[config.mk]
export PLATFORM = sky130hd
export DESIGN_NAME = uart_receiver
export DESIGN_NICKNAME = d
export VERILOG_FILES = /design/src/rtl/uart_receiver.sv
export SDC_FILE = /design/constraint.sdc
export NUM_CORES = 1
export LEC_CHECK = 0
export ABC_CLOCK_PERIOD_IN_PS = 6350
export CORE_MARGIN = 5
export CORE_UTILIZATION = 25
export CTS_CLUSTER_DIAMETER = 120
export CTS_CLUSTER_SIZE = 25
export DETAILED_ROUTE_END_ITERATION = 12
export GPL_ROUTABILITY_DRIVEN = 1
export MAX_ROUTING_LAYER = met4
export PLACE_DENSITY = 0.45
export SYNTH_ARGS = -nofsm -noshare
export SYNTH_HDL_FRONTEND = slang
export SYNTH_SLANG_ARGS = --single-unit
[constraint.sdc]
create_clock -name Clk -period 6.35 [get_ports Clk]
set_input_delay 1.27 -clock Clk [delete_from_list [all_inputs] [get_ports Clk]]
set_output_delay 1.27 -clock Clk [all_outputs]
set_load 0.02 [all_outputs]
[src/rtl/uart_receiver.sv]
// Oversampling UART receiver: start, MSB-first data, even parity, STOP_BITS stops.
// Each completed frame is pushed as one word with break/parity/frame qualifiers.
//
// state      | meaning
// IDLE       | line idle, waiting for synchronized Rx low
// START      | timing to start-bit mid-sample, rejects false starts
// DATA       | sampling DATA_BITS data bits, MSB first
// PARITY     | sampling the even-parity bit
// STOP       | sampling STOP_BITS stop bits, word issued at the last one
// BREAK_WAIT | break seen, holding until the line returns high
module uart_receiver #(
  parameter int SYSCLK_RATE = 100000000,
  parameter int BAUD_RATE   = 9600,
  parameter int DATA_BITS   = 8,
  parameter int STOP_BITS   = 2,
  parameter int OVERSAMPLE  = 16
) (
  input  logic                 Clk,
  input  logic                 Rst,
  input  logic                 Rx,
  input  logic                 Push_Ready,
  output logic [DATA_BITS-1:0] Rx_Data,
  output logic                 Rx_Valid,
  output logic [2:0]           Rx_Error,
  output logic                 Rx_Overrun,
  output logic                 Rx_Busy
);

  localparam int DIV_RAW = SYSCLK_RATE / (BAUD_RATE * OVERSAMPLE);
  localparam int DIV     = (DIV_RAW < 1) ? 1 : DIV_RAW;
  localparam int DIV_W   = (DIV > 1) ? $clog2(DIV) : 1;
  localparam int OS_W    = (OVERSAMPLE > 1) ? $clog2(OVERSAMPLE) : 1;
  localparam int BIT_MAX = (DATA_BITS > STOP_BITS) ? DATA_BITS : STOP_BITS;
  localparam int BIT_W   = (BIT_MAX > 1) ? $clog2(BIT_MAX) : 1;

  localparam logic [DIV_W-1:0] DIV_LAST  = DIV_W'(DIV - 1);
  localparam logic [OS_W-1:0]  HALF_LAST = OS_W'(OVERSAMPLE / 2 - 1);
  localparam logic [OS_W-1:0]  FULL_LAST = OS_W'(OVERSAMPLE - 1);
  localparam logic [BIT_W-1:0] DATA_LAST = BIT_W'(DATA_BITS - 1);
  localparam logic [BIT_W-1:0] STOP_LAST = BIT_W'(STOP_BITS - 1);

  typedef enum logic [2:0] {
    S_IDLE, S_START, S_DATA, S_PARITY, S_STOP, S_BREAK_WAIT
  } state_t;

  state_t               state_q, state_d;
  logic                 rx_meta_q, rx_meta_d;
  logic                 rx_sync_q, rx_sync_d;
  logic [DIV_W-1:0]     div_cnt_q, div_cnt_d;
  logic [OS_W-1:0]      samp_cnt_q, samp_cnt_d;
  logic [BIT_W-1:0]     bit_cnt_q, bit_cnt_d;
  logic [DATA_BITS-1:0] shift_q, shift_d;
  logic                 par_bit_q, par_bit_d;
  logic                 any_one_q, any_one_d;
  logic                 stop_zero_q, stop_zero_d;
  logic [DATA_BITS-1:0] data_q, data_d;
  logic [2:0]           err_q, err_d;
  logic                 valid_q, valid_d;
  logic                 ovr_q, ovr_d;

  logic tick, sample, brk, stop_zero_now, any_one_now;

  always_comb begin
    state_d       = state_q;
    rx_meta_d     = Rx;
    rx_sync_d     = rx_meta_q;
    div_cnt_d     = div_cnt_q;
    samp_cnt_d    = samp_cnt_q;
    bit_cnt_d     = bit_cnt_q;
    shift_d       = shift_q;
    par_bit_d     = par_bit_q;
    any_one_d     = any_one_q;
    stop_zero_d   = stop_zero_q;
    data_d        = data_q;
    err_d         = err_q;
    valid_d       = 1'b0;
    ovr_d         = 1'b0;
    stop_zero_now = stop_zero_q | ~rx_sync_q;
    any_one_now   = any_one_q | rx_sync_q;
    brk           = ~any_one_now;

    tick   = (state_q != S_IDLE) && (div_cnt_q == '0);
    sample = tick && (samp_cnt_q == '0);

    if (state_q != S_IDLE) begin
      div_cnt_d = tick ? DIV_LAST : div_cnt_q - 1'b1;
    end
    if (tick) begin
      samp_cnt_d = (samp_cnt_q == '0) ? FULL_LAST : samp_cnt_q - 1'b1;
    end

    case (state_q)
      S_IDLE: begin
        if (!rx_sync_q) begin
          state_d     = S_START;
          div_cnt_d   = DIV_LAST;
          samp_cnt_d  = HALF_LAST;
          any_one_d   = 1'b0;
          stop_zero_d = 1'b0;
        end
      end
      S_START: begin
        if (sample) begin
          if (rx_sync_q) begin
            state_d = S_IDLE;
          end else begin
            state_d   = S_DATA;
            bit_cnt_d = DATA_LAST;
          end
        end
      end
      S_DATA: begin
        if (sample) begin
          shift_d   = DATA_BITS'({shift_q, rx_sync_q});
          any_one_d = any_one_now;
          if (bit_cnt_q == '0) state_d = S_PARITY;
          else                 bit_cnt_d = bit_cnt_q - 1'b1;
        end
      end
      S_PARITY: begin
        if (sample) begin
          par_bit_d = rx_sync_q;
          any_one_d = any_one_now;
          state_d   = S_STOP;
          bit_cnt_d = STOP_LAST;
        end
      end
      S_STOP: begin
        if (sample) begin
          any_one_d   = any_one_now;
          stop_zero_d = stop_zero_now;
          if (bit_cnt_q == '0) begin
            // Break wins over parity and framing: an all-zero frame says nothing about either.
            valid_d = 1'b1;
            ovr_d   = ~Push_Ready;
            data_d  = shift_q;
            err_d   = {~brk & stop_zero_now, ~brk & (par_bit_q ^ (^shift_q)), brk};
            state_d = brk ? S_BREAK_WAIT : S_IDLE;
          end else begin
            bit_cnt_d = bit_cnt_q - 1'b1;
          end
        end
      end
      S_BREAK_WAIT: begin
        if (rx_sync_q) state_d = S_IDLE;
      end
      default: state_d = S_IDLE;
    endcase
  end

  always_ff @(posedge Clk or posedge Rst) begin
    if (Rst) begin
      state_q     <= S_IDLE;
      rx_meta_q   <= 1'b1;
      rx_sync_q   <= 1'b1;
      div_cnt_q   <= '0;
      samp_cnt_q  <= '0;
      bit_cnt_q   <= '0;
      shift_q     <= '0;
      par_bit_q   <= 1'b0;
      any_one_q   <= 1'b0;
      stop_zero_q <= 1'b0;
      data_q      <= '0;
      err_q       <= '0;
      valid_q     <= 1'b0;
      ovr_q       <= 1'b0;
    end else begin
      state_q     <= state_d;
      rx_meta_q   <= rx_meta_d;
      rx_sync_q   <= rx_sync_d;
      div_cnt_q   <= div_cnt_d;
      samp_cnt_q  <= samp_cnt_d;
      bit_cnt_q   <= bit_cnt_d;
      shift_q     <= shift_d;
      par_bit_q   <= par_bit_d;
      any_one_q   <= any_one_d;
      stop_zero_q <= stop_zero_d;
      data_q      <= data_d;
      err_q       <= err_d;
      valid_q     <= valid_d;
      ovr_q       <= ovr_d;
    end
  end

  assign Rx_Data    = data_q;
  assign Rx_Error   = err_q;
  assign Rx_Valid   = valid_q;
  assign Rx_Overrun = ovr_q;
  assign Rx_Busy    = (state_q != S_IDLE);

endmodule

Word-level counts from Yosys, hierarchy flattened
Index checks and enable logic that the tools add are counted.
{"block": "word_totals", "ram_bits": 0, "latchBits": 0, "reg_bits": 46, "n_memories": 0, "romBits": 0}
{"block": "classes", "n_addsub": 3, "shift": 0, "mux": 36, "reduce_logical": 20, "bitwise": 8, "div_mod_pow": 0, "n_lt_le_gt_ge": 0, "multipliers": 0, "n_eq_ne": 17}
{"op": "two-way mux 3 bit", "count": 14}
{"op": "two-way mux 10 bit", "count": 4}
{"op": "inequality test 2 bit (second input constant)", "count": 10}
{"op": "case mux 3 bit (6 select lines)", "count": 1}
{"op": "two-way mux 4 bit", "count": 4}
{"op": "zero test 10 bit", "count": 1}
{"op": "subtractor 10 x 1 -> 10 bit (second input constant)", "count": 1}
{"op": "two-way mux 1 bit", "count": 9}
{"op": "case mux 3 bit (3 select lines)", "count": 1}
{"op": "AND reduction 3 bit", "count": 3}
{"op": "AND reduction 8 bit", "count": 1}
{"op": "XOR reduction 8 bit", "count": 1}
{"op": "equality test 3 x 2 -> 1 bit (second input constant)", "count": 2}
{"op": "equality test 3 bit (second input constant)", "count": 2}
{"op": "zero test 3 bit", "count": 2}
{"op": "AND reduction 6 bit", "count": 1}
{"op": "nonzero test 3 bit", "count": 2}
{"op": "zero test 4 bit", "count": 1}
{"op": "inequality test 2 x 1 -> 1 bit (second input constant)", "count": 2}
{"op": "case mux 1 bit (2 select lines)", "count": 2}
{"op": "AND reduction 2 bit", "count": 2}
{"op": "nonzero test 2 bit", "count": 2}
{"op": "subtractor 4 x 1 -> 4 bit (second input constant)", "count": 1}
{"op": "equality test 3 x 1 -> 1 bit (second input constant)", "count": 1}
{"op": "9 further kinds", "count": 14}

Logic depth before layout (Yosys ltp)
{"block": "depth", "word_depth": 6, "ltp_mapped": 9, "ltp_nobuf": 7}

Least setup slack after synthesis
OpenSTA, ideal clock, no wires.
{"block": "synth_timing", "path_kind": "reg-to-output", "startpoint": "reg state_q[0]", "endpoint": "out Rx_Busy", "n_path_buf": 1, "arrival_time_ps": 957, "path_slack_ps": 4123, "stages_incl_launch_ff": 5, "path_cell_list": "dfrtp_1 buf_2 or2_4 nor2_4 inv_2"}
{"block": "synth_via", "elab_chain_cells": 1}
{"element": "start, declared", "line_no": "46", "rtl": "state_t state_q, state_d;"}
{"element": "start signal, assigned", "line_no": "168", "rtl": "state_q <= state_d;"}
{"element": "nonzero test 3 bit", "line_no": "189", "rtl": "assign Rx_Busy = (state_q != S_IDLE);"}
{"element": "end, declared", "line_no": "26", "rtl": "output logic Rx_Busy"}
Every way passes these cells.

Worst setup path in the final report
Ends and elaborated chain as after synthesis.

==> flow_summary.json <==
{
  "synth.distinct_cells": 44,
  "wirelength_um": 4600,
  "drive_above_1_share_pct": 14.0,
  "finalNetCount": 252,
  "initial_core_util_pct": 25.2,
  "slew_violations": 0,
  "vias": 1569,
  "clock_skew_ns": 0.00972,
  "ys_warn_count": 0,
  "grt_setup_unrepaired": "no",
  "ant_nets": 0,
  "cp-start-kind": "flip-flop",
  "clock_sinks": 46,
  "drtIter0Drc": 61,
  "cts_tree": "yes",
  "num_rows": 35,
  "synth_top_area_share_pct": 47.9,
  "ioPinCount": 18,
  "cap_violations": 0,
  "grt_max_degree": 47,
  "min_period_ns": 3.36,
  "cts_root_buf": "clkbuf_8",
  "avgSynthCellArea_um2": 10.2,
  "timing.setup.tns_ns": 0,
  "port_buffers": 17,
  "design.core.area_mm2": 0.00911,
  "p_leak_nw": 1.20,
  "cts_setup_buffers": 0,
  "hp-class": "flip-flop to flip-flop",
  "tightest_slew_ns": 0.983,
  "slowest_stage": "dfrtp_1",
  "synth.yosys.seq_area_share_pct": 50.2,
  "drc_errors": 0,
  "power_uw": 488,
  "netlist_area_mm2": 0.00230,
  "cp_cell_sequence": "or2_4 -> nor2_4 -> inv_2 -> clkdlybuf4s50_1",
  "clockBufferDepth": 2,
  "ctsResizeCount": 0,
  "path_clk_slew_ns": 0.09,
  "dieHeight_um": 106,
  "cts_hold_buf": 0,
  "slew_headroom_pct": 34.4,
  "power_density_mw_per_mm2": 184,
  "clk-insertion-delay-late_ns": 0.30,
  "r2r_slack_ns": 3.96,
  "crit_arrival_ns": 2.09,
  "worstSetupPathType": "flip-flop to primary output",
  "grt_pass1_wl_um": 8030,
  "ir_drop_v": 0.0000762,
  "finalSetupViolations": 0,
  "synth_area_leaders": "dfrtp_1 (48%), nand2_1 (6.9%), mux2_2 (5.4%), xnor2_1 (4.2%), ha_1 (3.3%)",
  "status": "complete, no violations",
  "grtUsageTotal_pct": 8.99,
  "required_ns": 5.08,
  "hold_slack_ns": 0.360,
  "yosys.area.top_type": "dfrtp_1",
  "die_area_mm2": 0.0112,
  "post-place-ws_ns": 3.33,
  "fin_ws_ns": 2.99,
  "worst_path_largest_cell_delay_ns": 0.72,
  "grt_overflow": 0,
  "post_drt_wl_per_cell_um": 13.0,
  "hold_viol_final": 0,
  "ys_ff_latch": 46,
  "first_pass_iters": 4,
  "fmax_mhz": 297,
  "diodes": 0,
  "area_growth_pct": 15.7,
  "place.gp.congestion": 0.808,
  "cts_max_level": 2,
  "syn_inst": 225,
  "worstPathMaxFanout": 16,
  "syn_nets": 235,
  "fin_crit_sh_pct": 53.0,
  "hpwlAfterDp_um": 3180,
  "worstSetupEndpointType": "primary output",
  "fp.dieW_um": 106,
  "cts_made_buffers": 5,
  "grt_pass1_vias": 1619,
  "antenna_found_initial": 0,
  "via_per_inst": 4.43
}
-- synthesized netlist by cell type (all sizes together) --
cell type   n
dfrtp      44
nand2      42
nor2       18
a21oi      11
mux2       11
o21ai      11
xnor2      11
nand3       9
inv         8
ha          6
buf         5
nor2b       4
nor4        4
o31ai       4
xor2        4
and3        3
and4        3
nand2b      3
nor3        3
nor3b       3
a22oi       2
clkbuf      2
dfstp       2
mux2i       2
nand4       2
or2         2
a31oi       1
nand3b      1
o211ai      1
o21ba       1
o21bai      1
o221ai      1
-- final timing paths --
path	from	endpoint	cells past startpoint
setup reg to reg	samp_cnt_q[0]	Rx_Error[0]	6
max in group asynchronous	Rst	state_q[2]	2
hold / removal	rx_meta_q	rx_sync_q	0
min in group asynchronous	Rst	div_cnt_q[8]	2
hold reg to reg	rx_meta_q	rx_sync_q	0
setup / recovery	state_q[0]	Rx_Busy	4
-- per-layer routing --
| layer | wire length, µm | up-vias | share of wire, % | track usage, % |
|---|---|---|---|---|
| li1 | - | 801 | - | - |
| met1 | 2260 | 738 | 49 | 11.7 |
| met2 | 2090 | 26 | 45 | 13.9 |
| met3 | 211 | 4 | 4.6 | 2.27 |
| met4 | 36 | 0 | 0.78 | 2.50 |
| met5 | 0 | - | 0 | - |
-- final cells by class --
| type | count | area (µm²) |
|---|---|---|
| Fill cell | 973 | 6450 |
| Clock buffer | 5 | 68.8 |
| Timing Repair Buffer | 17 | 170 |
| Multi-Input combinational cell | 164 | 1070 |
| Tap cell | 111 | 139 |
| Inverter | 8 | 30.0 |
| Clock inverter | 3 | 21.3 |
| Sequential cell | 46 | 1150 |
-- worst max-delay path, delay by kind of cell, from the launching register on --
| kind | cells | cell delay (ns) |
|---|---|---|
| buf+inv | 2 | 0.78 |
| flops | 1 | 0.72 |
| simple gates | 2 | 0.29 |
-- registers in the layout, indices dropped and copies added, names as in the netlist --
signal	cells
Rx_Data	8
Rx_Error	3
Rx_Overrun	1
Rx_Valid	1
any_one_q	1
bit_cnt_q	3
div_cnt_q	10
par_bit_q	1
rx_meta_q	1
rx_sync_q	1
samp_cnt_q	4
shift_q	8
state_q	3
stop_zero_q	1
-- through the flow --
step | utilization (%) | cell area (µm²) | std cells
after floorplan | - | 2300 | 225
after global placement | 28.2 | 2570 | 346
after detailed placement | 28.2 | 2570 | 346
after CTS | 29.2 | 2660 | 354
after global routing | 29.2 | 2660 | 354
final | 29.2 | 2660 | 354
-- placed cells by master (no fill, tap or decap), types with 3 or more instances in the layout --
master / count
nor2_1: 17
dfrtp_1: 44
nand2b_1: 3
xnor2_1: 11
a21oi_1: 11
clkbuf_8: 5
nor4_1: 3
nand3_1: 8
ha_1: 6
o21ai_0: 11
clkdlybuf4s50_1: 17
nor2b_1: 4
nand2_1: 42
mux2_2: 11
o31ai_1: 4
inv_1: 6
xor2_1: 4
-- cell families after synthesis --
group	after synthesis	synth area share, %
and+or+nand+nor	97	23.0
muxes	13	6.26
xor gates and xnor gates	15	5.72
DFF	46	50.2
adders and majority gates	6	3.27
AOI/OAI and AO/OA	33	8.50
buffers and inverters	15	3.00
-- report_power, final --
group          switching [mW]  internal, mW
sequential            0.00132         0.294
combinational         0.00729       0.00240
clock                   0.106        0.0775
total                   0.114         0.374
Note: power is estimated with default switching activity, not from simulation.
